[src/rtl/bus_rx8_pkg.sv]
// bus_rx8 shared constants and helpers.
// Default sizes, pointer/count widths, even-parity helper.
package bus_rx8_pkg;

  localparam int W_DEF     = 8;
  localparam int DEPTH_DEF = 4;
  localparam int PW_DEF    = $clog2(DEPTH_DEF);
  localparam int CW_DEF    = PW_DEF + 1;

  // Widest word the parity helper accepts;
  // callers zero-extend, which leaves parity intact.
  localparam int PAR_MAXW  = 64;

  // 1 when the word has an odd number of ones.
  function automatic logic even_par(
    input logic [PAR_MAXW-1:0] d
  );
    return ^d;
  endfunction

endpackage

[src/rtl/fifo_ram.sv]
// fifo_ram: EW x DEPTH register array, one write port,
// one asynchronous read port; storage is never reset.
//   c          clock (rising edge)
//   we/wa/wd   write enable, address, data
//   ra/rd      read address, combinational read data
module fifo_ram #(
  parameter int EW    = 8,
  parameter int DEPTH = 4,
  localparam int AW   = $clog2(DEPTH)
) (
  input  logic          c,
  input  logic          we,
  input  logic [AW-1:0] wa,
  input  logic [EW-1:0] wd,
  input  logic [AW-1:0] ra,
  output logic [EW-1:0] rd
);

  logic [EW-1:0] mem_q [DEPTH];

  always_ff @(posedge c) begin
    if (we) begin
      mem_q[wa] <= wd;
    end
  end

  assign rd = mem_q[ra];

endmodule

[src/rtl/bus_rx8.sv]
// bus_rx8: tri-state bus receiver with FWFT FIFO, valid/ready
// output and sticky overflow. Optional parity: BUS_RX8_PARITY_EN.
//   c, r           clock (rising), async active-low reset
//   a, stb         bus word, strobe (a sampled only when stb=1)
//   y, vld, rdy    head word, head valid, consumer accept
//   full           FIFO holds DEPTH words
//   ovf, clr       sticky drop flag, synchronous clear
//   ap, ype, perr  (parity build) parity in, head error, sticky error
module bus_rx8
  import bus_rx8_pkg::*;
#(
  parameter int W     = W_DEF,
  parameter int DEPTH = DEPTH_DEF
) (
  input  logic         c,
  input  logic         r,
  input  logic [W-1:0] a,
  input  logic         stb,
  output logic [W-1:0] y,
  output logic         vld,
  input  logic         rdy,
  output logic         full,
  output logic         ovf,
  input  logic         clr
`ifdef BUS_RX8_PARITY_EN
  ,
  input  logic         ap,
  output logic         ype,
  output logic         perr
`endif
);

  localparam int PW = $clog2(DEPTH);
  localparam int CW = PW + 1;
`ifdef BUS_RX8_PARITY_EN
  localparam int EW = W + 1;
`else
  localparam int EW = W;
`endif

  logic [PW-1:0] wp_q, wp_d;
  logic [PW-1:0] rp_q, rp_d;
  logic [CW-1:0] cnt_q, cnt_d;
  logic          ovf_q, ovf_d;
  logic [W-1:0]  yh_q, yh_d;

  logic          pop;
  logic          push;
  logic          drop;
  logic [EW-1:0] wd;
  logic [EW-1:0] rd;

  assign vld  = (cnt_q != '0);
  assign full = (cnt_q == CW'(DEPTH));

  // A pop frees the slot the push lands in,
  // so a full FIFO still accepts a word when popped.
  assign pop  = vld & rdy;
  assign push = stb & (~full | pop);
  assign drop = stb & ~push;

`ifdef BUS_RX8_PARITY_EN
  logic pe_in;
  logic perr_q, perr_d;

  assign pe_in = even_par(PAR_MAXW'({ap, a}));
  assign wd    = {pe_in, a};
  assign ype   = vld & rd[W];
  assign perr  = perr_q;

  always_comb begin
    perr_d = perr_q & ~clr;
    if (push & pe_in) begin
      perr_d = 1'b1;
    end
  end

  always_ff @(posedge c or negedge r) begin
    if (!r) begin
      perr_q <= 1'b0;
    end else begin
      perr_q <= perr_d;
    end
  end
`else
  assign wd = a;
`endif

  fifo_ram #(
    .EW    (EW),
    .DEPTH (DEPTH)
  ) u_ram (
    .c  (c),
    .we (push),
    .wa (wp_q),
    .wd (wd),
    .ra (rp_q),
    .rd (rd)
  );

  // Head comes straight from storage; once empty,
  // y replays the last word handed out.
  assign y   = vld ? rd[W-1:0] : yh_q;
  assign ovf = ovf_q;

  always_comb begin
    wp_d  = wp_q;
    rp_d  = rp_q;
    cnt_d = cnt_q;
    yh_d  = yh_q;
    if (push) begin
      wp_d = wp_q + 1'b1;
    end
    if (pop) begin
      rp_d = rp_q + 1'b1;
      yh_d = rd[W-1:0];
    end
    unique case (1'b1)
      push & ~pop: cnt_d = cnt_q + 1'b1;
      pop & ~push: cnt_d = cnt_q - 1'b1;
      default:     ;
    endcase
  end

  // Set beats clear when a drop meets clr.
  always_comb begin
    ovf_d = ovf_q & ~clr;
    if (drop) begin
      ovf_d = 1'b1;
    end
  end

  always_ff @(posedge c or negedge r) begin
    if (!r) begin
      wp_q  <= '0;
      rp_q  <= '0;
      cnt_q <= '0;
      ovf_q <= 1'b0;
      yh_q  <= '0;
    end else begin
      wp_q  <= wp_d;
      rp_q  <= rp_d;
      cnt_q <= cnt_d;
      ovf_q <= ovf_d;
      yh_q  <= yh_d;
    end
  end

endmodule

[config.mk]
export PLATFORM = sky130hd
export DESIGN_NAME = bus_rx8
export DESIGN_NICKNAME = d
export VERILOG_FILES = /design/src/rtl/bus_rx8_pkg.sv /design/src/rtl/fifo_ram.sv /design/src/rtl/bus_rx8.sv
export SDC_FILE = /design/constraint.sdc
export NUM_CORES = 1
export LEC_CHECK = 0
export CORE_ASPECT_RATIO = 1.4
export CORE_MARGIN = 4
export CORE_UTILIZATION = 59
export DETAILED_ROUTE_END_ITERATION = 10
export HOLD_SLACK_MARGIN = 0.08
export PLACE_DENSITY = 0.83
export SYNTH_ARGS = -nofsm -noshare
export SYNTH_HDL_FRONTEND = slang
export SYNTH_HIERARCHICAL = 1
export SYNTH_SLANG_ARGS = --single-unit
[constraint.sdc]
create_clock -name c -period 3.8 [get_ports c]
set_input_delay 0.57 -clock c [delete_from_list [all_inputs] [get_ports c]]
set_output_delay 0.57 -clock c [all_outputs]
set_load 0.01 [all_outputs]
; ---- Yosys cells after proc, flatten, opt, wreduce, memory -nomap -nowiden
; Memory sizes are Yosys's and may differ from the RTL's.
; Cells that the tools add are included.
[totals]
ff_bits = 16
ramBits = 32
in_bits = 13
mem_count = 1
[op_classes]
n_addsub = 4
n_eq_ne = 1
muxes = 5
bitwise = 11
n_reduce_logical = 2
[memory_table]
columns = memory, depth, word_bits, rd, rd_clocked_by_memory_dff, wr, line_no
row1 = u_ram.mem_q, 4, 8, 1, 0, 1, fifo_ram.sv:19  ; logic [EW-1:0] mem_q [DEPTH];
[ops]
columns = operator, count
row1 = $mux 8, 1
row2 = $and 1x1->1, 6
row3 = $pmux 3 s2, 1
row4 = $add 2x1->2 const B, 2
row5 = $not 1->1, 4
row6 = $add 3x1->3 const B, 1
row7 = $eq 3x3->1 const B, 1
row8 = $mux 1, 3
row9 = $reduce_bool 3->1, 1
row10 = $sub 3x1->3 const B, 1
row11 = $reduce_bool 2->1, 1
row12 = $or 1x1->1, 1

; ---- Longest topological paths before layout
[depth]
depth_word = 7
mapped_depth = 8
depth_no_buf = 6

; ---- By module
; The synthesis kept the hierarchy.
[modules_own_cells]
columns = mod, instances, cells_each, area_each_um2
row1 = fifo_ram, 1, 46, 1188.6
row2 = bus_rx8, 1, 77, 890.9

; ---- Worst setup path before layout
; Ideal clock, no wire load.
[synth_timing]
path_kind = input -> register
from = input port stb
to = memory u_ram.mem_q[0][0], enable pin
setup_ps = 385
arrival_time_ps = 1684
t_required_ps = 3415
path_slack_ps = 1731
stages = 3
n_path_buf = 1
cell_sequence = clkbuf_1 and2_4 nor3b_1
[synth_via]
elab_chain_len = 3
[synth_rtl]
columns = item, line_no
row1 = "start, declared", bus_rx8.sv:18  ; input logic stb,
row2 = $and 1x1->1, bus_rx8.sv:59  ; assign push = stb & (~full | pop);
row3 = net push, bus_rx8.sv:48  ; logic push;
row4 = $mux 1, fifo_ram.sv:22  ; if (we) begin
row5 = $mux 1 (implied by the code), fifo_ram.sv:23  ; mem_q[wa] <= wd;
row6 = "end, declared", fifo_ram.sv:19
; The timed path passes the listed nets, and every way through them passes these cells.

; ---- Worst setup path after layout
[layout_timing]
from = register rp_q[0]
to = output port y[0]
[layout_via]
elab_chain_len = 2
[layout_rtl]
columns = item, line_no
row1 = "start, declared", bus_rx8.sv:42  ; logic [PW-1:0] rp_q, rp_d;
row2 = "start signal, assigned", bus_rx8.sv:142  ; rp_q <= rp_d;
row3 = $mem_v2 4x8, --
row4 = net rd[0], bus_rx8.sv:51  ; logic [EW-1:0] rd;
row5 = $mux 8, bus_rx8.sv:103  ; assign y = vld ? rd[W-1:0] : yh_q;
row6 = "end, declared", bus_rx8.sv:19  ; output logic [W-1:0] y,
; The timed path passes the listed nets, and every way through them passes these cells.

==> results.cfg <==
[place]
placed_cell_area_mm2 = 0.002313
place_ws_ns = 0.5702
dpl.hpwl_mm = 2.655
portBuffers = 23
place_congestion = 0.8310

[floorplanning]
die_area_mm2 = 0.004552
pin_count = 24
coreArea_mm2 = 0.003378
row_count = 25
die_w_um = 58.18
die_height_um = 78.25
start_util_pct = 61.56

[worst_setup_path]
cp-start-kind = register
crit_path_end_kind = output port
crit_type = register to output port
cp.arrival_ns = 2.37
required_ns = 3.23
cp_max_fo = 10

[clock_tree]
post_cts_buffers = 0
clk_latency_ns = 0.29
numCtsBuffers = 5
clock_sinks = 48
cts-root-buf = clkbuf_8
cts_max_level = 2
cts_tree = built
cts.hold.buffers_added = 0
cts_resized = 0
cts.path.max_buffers = 2
clk_pin_slew_ns = 0.08

[pwr]
combPwrFrac_pct = 38.3
swShare_pct = 31.07
p_switching_uw = 569.1
p_leak_uw = 0.0008669
max-vdd-ir-drop_mv = 0.4945
p_int_uw = 1263
cellPowerDensity_mw_per_mm2 = 763.3
clkPwrFrac_pct = 15.0
seqPwrFrac_pct = 46.7

[timing]
slew_headroom_pct = 49.50
final_hold_viol_count = 0
slew_viol_final = 0
fmax_mhz = 339.8
tns_ns = 0
skew_ns = 0.005615
post-route-period-util_pct = 77.45
period_minus_slack_ns = 2.943
rsz0062_at_grt = no
tightest_slew_ns = 0.7543
postLayoutSetupSlackWorst_ns = 0.8570
finalSetupViolations = 0

[run]
maxCapViolCount = 0

[drt]
wl_mm = 3.725
drt_iter0_drc = 77
vias = 1143
first_pass_iters = 4
viasPerCell = 6.080
ant_nets = 0
wl_per_cell_um = 19.81
drc_errors = 0

[synth]
synth_area_per_cell_um2 = 16.91
yosys.area_share.simple_pct = 7.581
ys.warnings.count = 6
synthFlopType = edfxtp_1
synth_top_area_share_pct = 46.21
syn-num-nets = 137
synthCells = 123
ys_seq_area_share_pct = 65.46
synthAdderAreaFrac_pct = 0.9627
synth_xor_xnor_area_share_pct = 1.685
synth_edf_count = 32
synthTopCellsByArea = edfxtp_1, dfrtp_1, mux2_2, mux4_2, buf_6
synth-compound-area-share_pct = 3.550
synth_top_family_by_area = multiplexers
synth.area.mux_share_pct = 17.81
yosys_register_bits = 48
syn_area_mm2 = 0.002079
ys_types = 35
async_flop_share_pct = 33.33
yosysTopAreaCell = edfxtp_1

[cells_and_area]
regArea_mm2 = 0.001361
postLayoutCellArea_mm2 = 0.002400
layout.nets = 161
area_delta_synth_final_pct = 15.40
drive_gt1_share_pct = 24.32
antennaDiodeCount = 0
fill_cells = 220
multi_input_area_um2 = 661.9
utilization_pct = 71.04

[global_routing]
grt.total_usage_pct = 19.31
grt_pass1_vias = 1271
antenna_found_initial = 0
grt_max_degree = 17
grt_overflow = 0
grt_pass1_wl_mm = 6.382

[min_path]
hp-class = register to register

[status]
status = finished clean
[per-layer routing]
metal | GRT usage [%] | share of wire [%] | up-vias
li1 | - | - | 517
met3 | 4.605 | 3.5 | 8
met1 | 23.07 | 39 | 594
met5 | 0 | 0 | -
met4 | 6.961 | 1.8 | 0
met2 | 33.37 | 56 | 24
[logic make-up after synthesis]
logic type | Yosys count
fa+ha+maj | 1
simple gates | 25
buf+inv | 10
flops | 48
xor+xnor | 4
mux | 25
compound gates | 10
[placed cells by master (no fill, tap or decap), types with 2 or more instances in the layout]
cell type,count
o21bai_1,2
mux2_2,16
dfrtp_1,16
xnor2_1,3
mux4_2,8
nor2_1,5
clkdlybuf4s50_1,23
clkbuf_8,5
inv_1,4
nand3_1,5
and3b_1,2
nand2b_1,2
o211ai_1,2
edfxtp_1,32
clkbuf_1,2
[layout make-up]
class / instances / share of cell area (%)
Clock inverter: 1 / 0.2086
Sequential cell: 48 / 56.73
Timing Repair Buffer: 23 / 9.593
Inverter: 4 / 0.6257
Tap cell: 40 / 2.086
Clock buffer: 7 / 3.180
Multi-Input combinational cell: 65 / 27.58
[critical path: stages (launching register included)]
cell             delay [ns]
dfrtp_1                0.72
mux4_2                 0.59
mux2_2                 0.29
clkdlybuf4s50_1        0.49
[cells in the mapped netlist, types with 2 or more instances]
| cell type | count |
|---|---|
| and3b_1 | 2 |
| buf_6 | 3 |
| clkbuf_1 | 2 |
| dfrtp_1 | 16 |
| edfxtp_1 | 32 |
| inv_1 | 4 |
| mux2_2 | 16 |
| mux4_2 | 8 |
| nand2b_1 | 2 |
| nand3_1 | 5 |
| nor2_1 | 5 |
| o211ai_1 | 2 |
| o21bai_1 | 2 |
| xnor2_1 | 3 |
[flip-flops by register name (all words and copies together), names as in the netlist]
| signal | count |
|---|---|
| u_ram/mem_q | 32 |
| yh_q | 8 |
| cnt_q | 3 |
| rp_q | 2 |
| wp_q | 2 |
| ovf | 1 |
[worst paths after layout]
path,start,end,slack [ns],depth (start not counted)
max,rp_q[0],y[0],0.86,3
min,yh_q[6],yh_q[6],0.51,1
max reg2reg,cnt_q[1],cnt_q[1],1.62,6
min reg2reg,yh_q[6],yh_q[6],0.51,1
max in group asynchronous,r,yh_q[7],2.62,1
min in group asynchronous,r,cnt_q[0],0.71,1
[power groups by stage]
stage / logic, µW / registers [µW] / clock network (µW)
floorplan: 523 / 783 / 0
global placement: 673 / 850 / 0
detailed placement: 701 / 867 / 0
CTS: 707 / 854 / 290
global route: 753 / 880 / 316
finish: 701 / 855 / 275
[through the flow]
| stage | hold WS [ns] | power, µW | instances |
|---|---|---|---|
| 2_1_floorplan | 0.2744 | 1306 | 123 |
| 3_3_place_gp | 0.4830 | 1524 | 180 |
| 3_5_place_dp | 0.4951 | 1568 | 180 |
| 4_1_cts | 0.5125 | 1851 | 188 |
| 5_1_grt | 0.5299 | 1949 | 188 |
| 6_report | 0.5115 | 1832 | 188 |
(Power assumes the default switching activity.)
